## config.mk

```make
export PLATFORM = sky130hd
export DESIGN_NAME = alu_serial_seq
export DESIGN_NICKNAME = d
export VERILOG_FILES = /design/src/rtl/alu_serial_pkg.sv /design/src/rtl/alu_serial_seq_alu1bit.sv /design/src/rtl/alu_serial_seq.sv
export SDC_FILE = /design/constraint.sdc
export NUM_CORES = 1
export LEC_CHECK = 0
export CORE_MARGIN = 2
export CORE_UTILIZATION = 50
export DETAILED_ROUTE_END_ITERATION = 8
export GPL_ROUTABILITY_DRIVEN = 0
export GPL_TIMING_DRIVEN = 0
export HOLD_SLACK_MARGIN = 0.03
export PLACE_DENSITY_LB_ADDON = 0.2
export SLEW_MARGIN = 5
export SYNTH_ARGS = -nofsm -noshare
export SYNTH_HDL_FRONTEND = slang
export SYNTH_HIERARCHICAL = 1
export SYNTH_SLANG_ARGS = --single-unit
export TNS_END_PERCENT = 30
```

## constraint.sdc

```tcl
create_clock -name clk -period 2.3 [get_ports clk]
set_input_delay 0.575 -clock clk [delete_from_list [all_inputs] [get_ports clk]]
set_output_delay 0.575 -clock clk [all_outputs]
set_load 0.02 [all_outputs]
```

## src/rtl/alu_serial_pkg.sv

```systemverilog
// Shared definitions for the bit-serial ALU sequencer: op codes, FSM states and op decoding.
package alu_serial_pkg;

    localparam logic [2:0] OP_MOV = 3'b000;
    localparam logic [2:0] OP_NOT = 3'b001;
    localparam logic [2:0] OP_ADD = 3'b010;
    localparam logic [2:0] OP_SUB = 3'b011;
    localparam logic [2:0] OP_OR  = 3'b100;
    localparam logic [2:0] OP_AND = 3'b101;

    typedef enum logic [1:0] {
        IDLE,
        RUN,
        DONE
    } state_t;

    function automatic logic is_legal_op(input logic [2:0] op);
        return op <= OP_AND;
    endfunction

    function automatic logic is_arith_op(input logic [2:0] op);
        return (op == OP_ADD) || (op == OP_SUB);
    endfunction

endpackage

```

## src/rtl/alu_serial_seq_alu1bit.sv

```systemverilog
// The ALU1bit slice: one result bit and carry-out per call, selected by the 3-bit op code.
module alu_serial_seq_alu1bit
    import alu_serial_pkg::*;
(
    input  logic       r2,
    input  logic       r3,
    input  logic       c_in,
    input  logic [2:0] select,
    output logic       out,
    output logic       c_out
);

    always_comb begin
        out   = 1'b0;
        c_out = 1'b0;
        case (select)
            OP_MOV: out = r2;
            OP_NOT: out = ~r2;
            OP_ADD: {c_out, out} = {1'b0, r2} + {1'b0, r3} + {1'b0, c_in};
            // Subtract as A + ~B with the sequencer seeding carry-in to 1.
            OP_SUB: {c_out, out} = {1'b0, r2} + {1'b0, ~r3} + {1'b0, c_in};
            OP_OR:  out = r2 | r3;
            OP_AND: out = r2 & r3;
            default: begin
                out   = 1'b0;
                c_out = 1'b0;
            end
        endcase
    end

endmodule

```

## src/rtl/alu_serial_seq.sv

```systemverilog
// Bit-serial ALU sequencer: walks one ALU1bit slice across WIDTH bits, LSB first, and
// presents the assembled result with carry/overflow/zero/error flags behind a start/done handshake.
module alu_serial_seq
    import alu_serial_pkg::*;
#(
    parameter int unsigned WIDTH = 8
) (
    input  logic             clk,
    input  logic             reset,
    input  logic             start,
    input  logic [2:0]       op,
    input  logic [WIDTH-1:0] a,
    input  logic [WIDTH-1:0] b,
    output logic             busy,
    output logic             done,
    output logic [WIDTH-1:0] result,
    output logic             c_out,
    output logic             v,
    output logic             zero,
    output logic             err
);

    localparam int unsigned CNT_W = $clog2(WIDTH);

    state_t             state;
    logic [WIDTH-1:0]   a_sr;
    logic [WIDTH-1:0]   b_sr;
    logic [WIDTH-1:0]   res_sr;
    logic [2:0]         op_q;
    logic               carry_q;
    logic [CNT_W-1:0]   cnt;

    logic               slice_out;
    logic               slice_cout;
    logic [WIDTH-1:0]   res_next;
    logic               last_bit;

    alu_serial_seq_alu1bit u_slice (
        .r2     (a_sr[0]),
        .r3     (b_sr[0]),
        .c_in   (carry_q),
        .select (op_q),
        .out    (slice_out),
        .c_out  (slice_cout)
    );

    assign res_next = {slice_out, res_sr[WIDTH-1:1]};
    assign last_bit = (cnt == CNT_W'(WIDTH - 1));

    always_ff @(posedge clk or posedge reset) begin
        if (reset) begin
            state   <= IDLE;
            a_sr    <= '0;
            b_sr    <= '0;
            res_sr  <= '0;
            op_q    <= OP_MOV;
            carry_q <= 1'b0;
            cnt     <= '0;
            busy    <= 1'b0;
            done    <= 1'b0;
            result  <= '0;
            c_out   <= 1'b0;
            v       <= 1'b0;
            zero    <= 1'b1;
            err     <= 1'b0;
        end else begin
            case (state)
                IDLE: begin
                    if (start) begin
                        busy <= 1'b1;
                        if (is_legal_op(op)) begin
                            a_sr    <= a;
                            b_sr    <= b;
                            op_q    <= op;
                            carry_q <= (op == OP_SUB);
                            cnt     <= '0;
                            res_sr  <= '0;
                            state   <= RUN;
                        end else begin
                            result <= '0;
                            c_out  <= 1'b0;
                            v      <= 1'b0;
                            zero   <= 1'b1;
                            err    <= 1'b1;
                            done   <= 1'b1;
                            state  <= DONE;
                        end
                    end
                end
                RUN: begin
                    a_sr    <= a_sr >> 1;
                    b_sr    <= b_sr >> 1;
                    res_sr  <= res_next;
                    carry_q <= slice_cout;
                    cnt     <= cnt + 1'b1;
                    if (last_bit) begin
                        // carry_q here is the carry into the MSB; xor with carry out gives overflow.
                        result <= res_next;
                        c_out  <= is_arith_op(op_q) ? slice_cout : 1'b0;
                        v      <= is_arith_op(op_q) ? (carry_q ^ slice_cout) : 1'b0;
                        zero   <= (res_next == '0);
                        err    <= 1'b0;
                        done   <= 1'b1;
                        state  <= DONE;
                    end
                end
                DONE: begin
                    done  <= 1'b0;
                    busy  <= 1'b0;
                    state <= IDLE;
                end
                default: state <= IDLE;
            endcase
        end
    end

endmodule

```

==> flow_summary.yaml <==
place:
  io_buffers: 35
  placed_instance_area_sq_um: 2690
  dpl.hpwl_microns: 3010
  placement.setup.worst_slack_ps: -21.8
  placed_cells_incl_taps: 255
detailed_routing:
  drc: 0
  routed-wl-met3_microns: 162
  route.antenna.remaining_nets: 0
  drt-total-wl_microns: 4060
  met2WireLength_microns: 1980
  routedWlPerCell_microns: 15.2
  routed_via_density: 5.29
  dr_total_vias: 1412
  first_iter_violations: 73
  detail_route.first_pass.iterations: 4
  wl_met1_microns: 1880
  topRoutingLayerUsed: "met4"
job:
  maxCapViolCount: 0
timing:
  slew_viol_final: 0
  finalCriticalPeriod_ps: 2180
  tightest_slew_ps: 520
  setup_viol_count_final: 0
  final_min_period_over_clock_period_pct: 94.9
  worst_setup_slack_final_ps: 117
  worst_clock_skew_ps: 5.04
  hold_viol: 0
  max-slew-margin-rel_pct: 65.3
  achievable-frequency_ghz: 0.458
setup_path:
  worst_ep_required_time_ps: 2530
  crit_path_max_fanout: 3
  timing.critical_path.arrival_ps: 2420
  crit_type: "reg -> reg"
  end_kind: "flip-flop"
  worstSetupStartpointType: "flip-flop"
floorplanning:
  pin_count: 36
  dieHeight_microns: 71.0
  dieArea_sq_um: 5040
  dieWidth_microns: 71.0
  floorplan.initialDensity_pct: 51.9
  placementRows: 24
  core_area_sq_um: 4320
finish:
  finish.instance_area_sq_um: 2820
  synthToLayoutAreaGrowth_pct: 25.8
  number_of_antenna_diodes: 0
  finish.net_count: 240
  post_route_cells_drive_above_1_share_pct: 28.4
  final_cell_count_no_fill: 267
pwr:
  p_leak_uw: 0.00125
  p_per_area_nw_per_um2: 1370
  vdd_drop_max_uv: 588
clock_network:
  cts-buffers-inserted: 5
  clock_insertion_delay_worst_skew_ps: 290
  clk_root_buffer_cell: "sky130_fd_sc_hd__clkbuf_8"
  cts_tree: "yes"
  cts_hold_repair.buffers: 0
  clock_transition_at_the_registers_of_the_reported_paths_ps: 80
  clk_path_buf_depth: 2
  cts-htree-levels: 2
  cts_num_sinks: 46
global_route:
  antenna_found_initial: 0
  grt_first_pass_wirelength_microns: 6960
  global_route.usage.total_pct: 17.7
  grt_start_max_net_pins: 25
  first_global_vias: 1452
  grt_overflow_total: 0
yosys:
  synth_async_sr_flop_share_pct: 100
  postSynthRegisterBits: 46
  synth.lib_cells_used.distinct: 39
  average_size_of_a_mapped_cell_sq_um: 13.4
  postSynthCellCount: 167
  synth.yosys.seq_area_share_pct: 51.4
  synth_enable_flop_cells: 0
  synth_largest_type_area_fraction_pct: 50.2
  ys_dominant_reg_cell: "sky130_fd_sc_hd__dfrtp_1"
  syn-cell-area_sq_um: 2240
  leading_cell_types_by_total_area_after_synthesis: "sky130_fd_sc_hd__dfrtp_1 50%, sky130_fd_sc_hd__mux2_2 11%, sky130_fd_sc_hd__mux2_4 8.7%, sky130_fd_sc_hd__a22o_1 4.3%, sky130_fd_sc_hd__mux2i_1 3.6%"
  synth_area_leader_cell: "sky130_fd_sc_hd__dfrtp_1"
  synth_warnings: 6
  syn-num-nets: 193
outcome:
  outcome: "complete, no violations"
hold_path:
  type_of_the_tightest_min_delay_check: "reg -> reg"
area by class of cell:
cell class	instances	area, sq um
fill	321	1500
sequential	46	1150
multi-input combinational	100	980
timing repair buffer	40	408
clock buffer	7	76.3
tap	52	65.1
buffer	8	61.3
inverter	13	48.8
clock inverter	1	30.0
cell usage in the layout (no fill, tap or decap), types with 2 or more instances in the layout:
master                            netlist  final
sky130_fd_sc_hd__dfrtp_1               45     45
sky130_fd_sc_hd__buf_2                  4      4
sky130_fd_sc_hd__clkdlybuf4s50_1        0     35
sky130_fd_sc_hd__nand2_1               10     10
sky130_fd_sc_hd__mux2_2                21     21
sky130_fd_sc_hd__mux2i_1                8      8
sky130_fd_sc_hd__clkbuf_1               0      2
sky130_fd_sc_hd__buf_6                  3      3
sky130_fd_sc_hd__o21ai_0                3      2
sky130_fd_sc_hd__clkbuf_8               0      5
sky130_fd_sc_hd__mux2_4                13     13
sky130_fd_sc_hd__nand2b_1               4      4
sky130_fd_sc_hd__ha_1                   2      2
sky130_fd_sc_hd__fa_1                   2      2
sky130_fd_sc_hd__inv_1                 13     11
sky130_fd_sc_hd__buf_4                  1      5
sky130_fd_sc_hd__or4_1                  2      2
sky130_fd_sc_hd__mux2_1                 2      2
sky130_fd_sc_hd__inv_2                  0      2
sky130_fd_sc_hd__a22o_1                11     11
registers in the layout (all words and copies together), names as in the netlist:
signal   cells
carry_q      1
c_out        1
b_sr         8
a_sr         8
cnt          3
busy         1
zero         1
done         1
err          1
state        2
v            1
res_sr       7
op_q         3
result       8
layer usage:
metal / vias up / GRT usage, %
li1: 681 / -
met3: 5 / 4.42
met4: 0 / 4.61
met1: 696 / 24.2
met2: 30 / 28.5
met5: - / 0
timing repair:
action | 4_1_cts | 5_1_grt
gates resized for setup | 0 | 2
endpoints found under the hold margin | 0 | 0
buffers inserted | 0 | 4
setup endpoints to repair | 0 | 1
power breakdown:
group	switching (uW)	internal (uW)
clock network	244	325
logic	794	1080
registers	264	1170
total	1300	2580
cell usage after synthesis, drive strengths merged, types with 2 or more instances:
| library cell | n |
|---|---|
| or4 | 2 |
| mux2i | 8 |
| nand2 | 10 |
| buf | 8 |
| mux2 | 36 |
| dfrtp | 45 |
| a21boi | 2 |
| a22o | 11 |
| fa | 2 |
| inv | 13 |
| ha | 2 |
| o21ai | 3 |
| nand2b | 4 |
| nor3b | 2 |
critical path, cell delays in order, from the launching register on:
cell	delay [ps]
sky130_fd_sc_hd__dfrtp_1	400
sky130_fd_sc_hd__inv_1	100
sky130_fd_sc_hd__fa_1	500
sky130_fd_sc_hd__xor2_1	150
sky130_fd_sc_hd__o21ai_1	90
sky130_fd_sc_hd__o31a_1	150
sky130_fd_sc_hd__or4_1	400
sky130_fd_sc_hd__o211ai_1	190
sky130_fd_sc_hd__o21a_1	150
metrics by stage:
stage	TNS (ps)	utilization, %	power [uW]	hold WS, ps
CTS	0	64.6	3840	489
detailed placement	-97.3	62.1	3260	471
floorplan	0	-	2740	467
finish	0	65.2	3880	491
global route	-33.9	65.2	4150	536
global placement	-8900	61.5	3160	463
cells by family (layout without fill, tap and decap cells):
family,Yosys count,after routing,share of synthesized area (%)
adders and majority gates,4,4,2.90
DFF,46,46,51.4
and+or+nand+nor,24,24,6.47
buffers and inverters,21,69,4.91
muxes,44,44,23.8
xor gates and xnor gates,2,2,0.781
AOI/OAI and AO/OA,26,26,9.71
path summary, 6_finish.rpt:
path	start	to	slack, ps	cells past startpoint
hold reg to reg	done	done	490	1
setup / recovery	carry_q	zero	120	8
setup reg to reg	carry_q	zero	120	8
hold / removal	done	done	490	1
min in group asynchronous	reset	a_sr[5]	640	2
max in group asynchronous	reset	zero	1090	3
(Power assumes the default switching activity.)
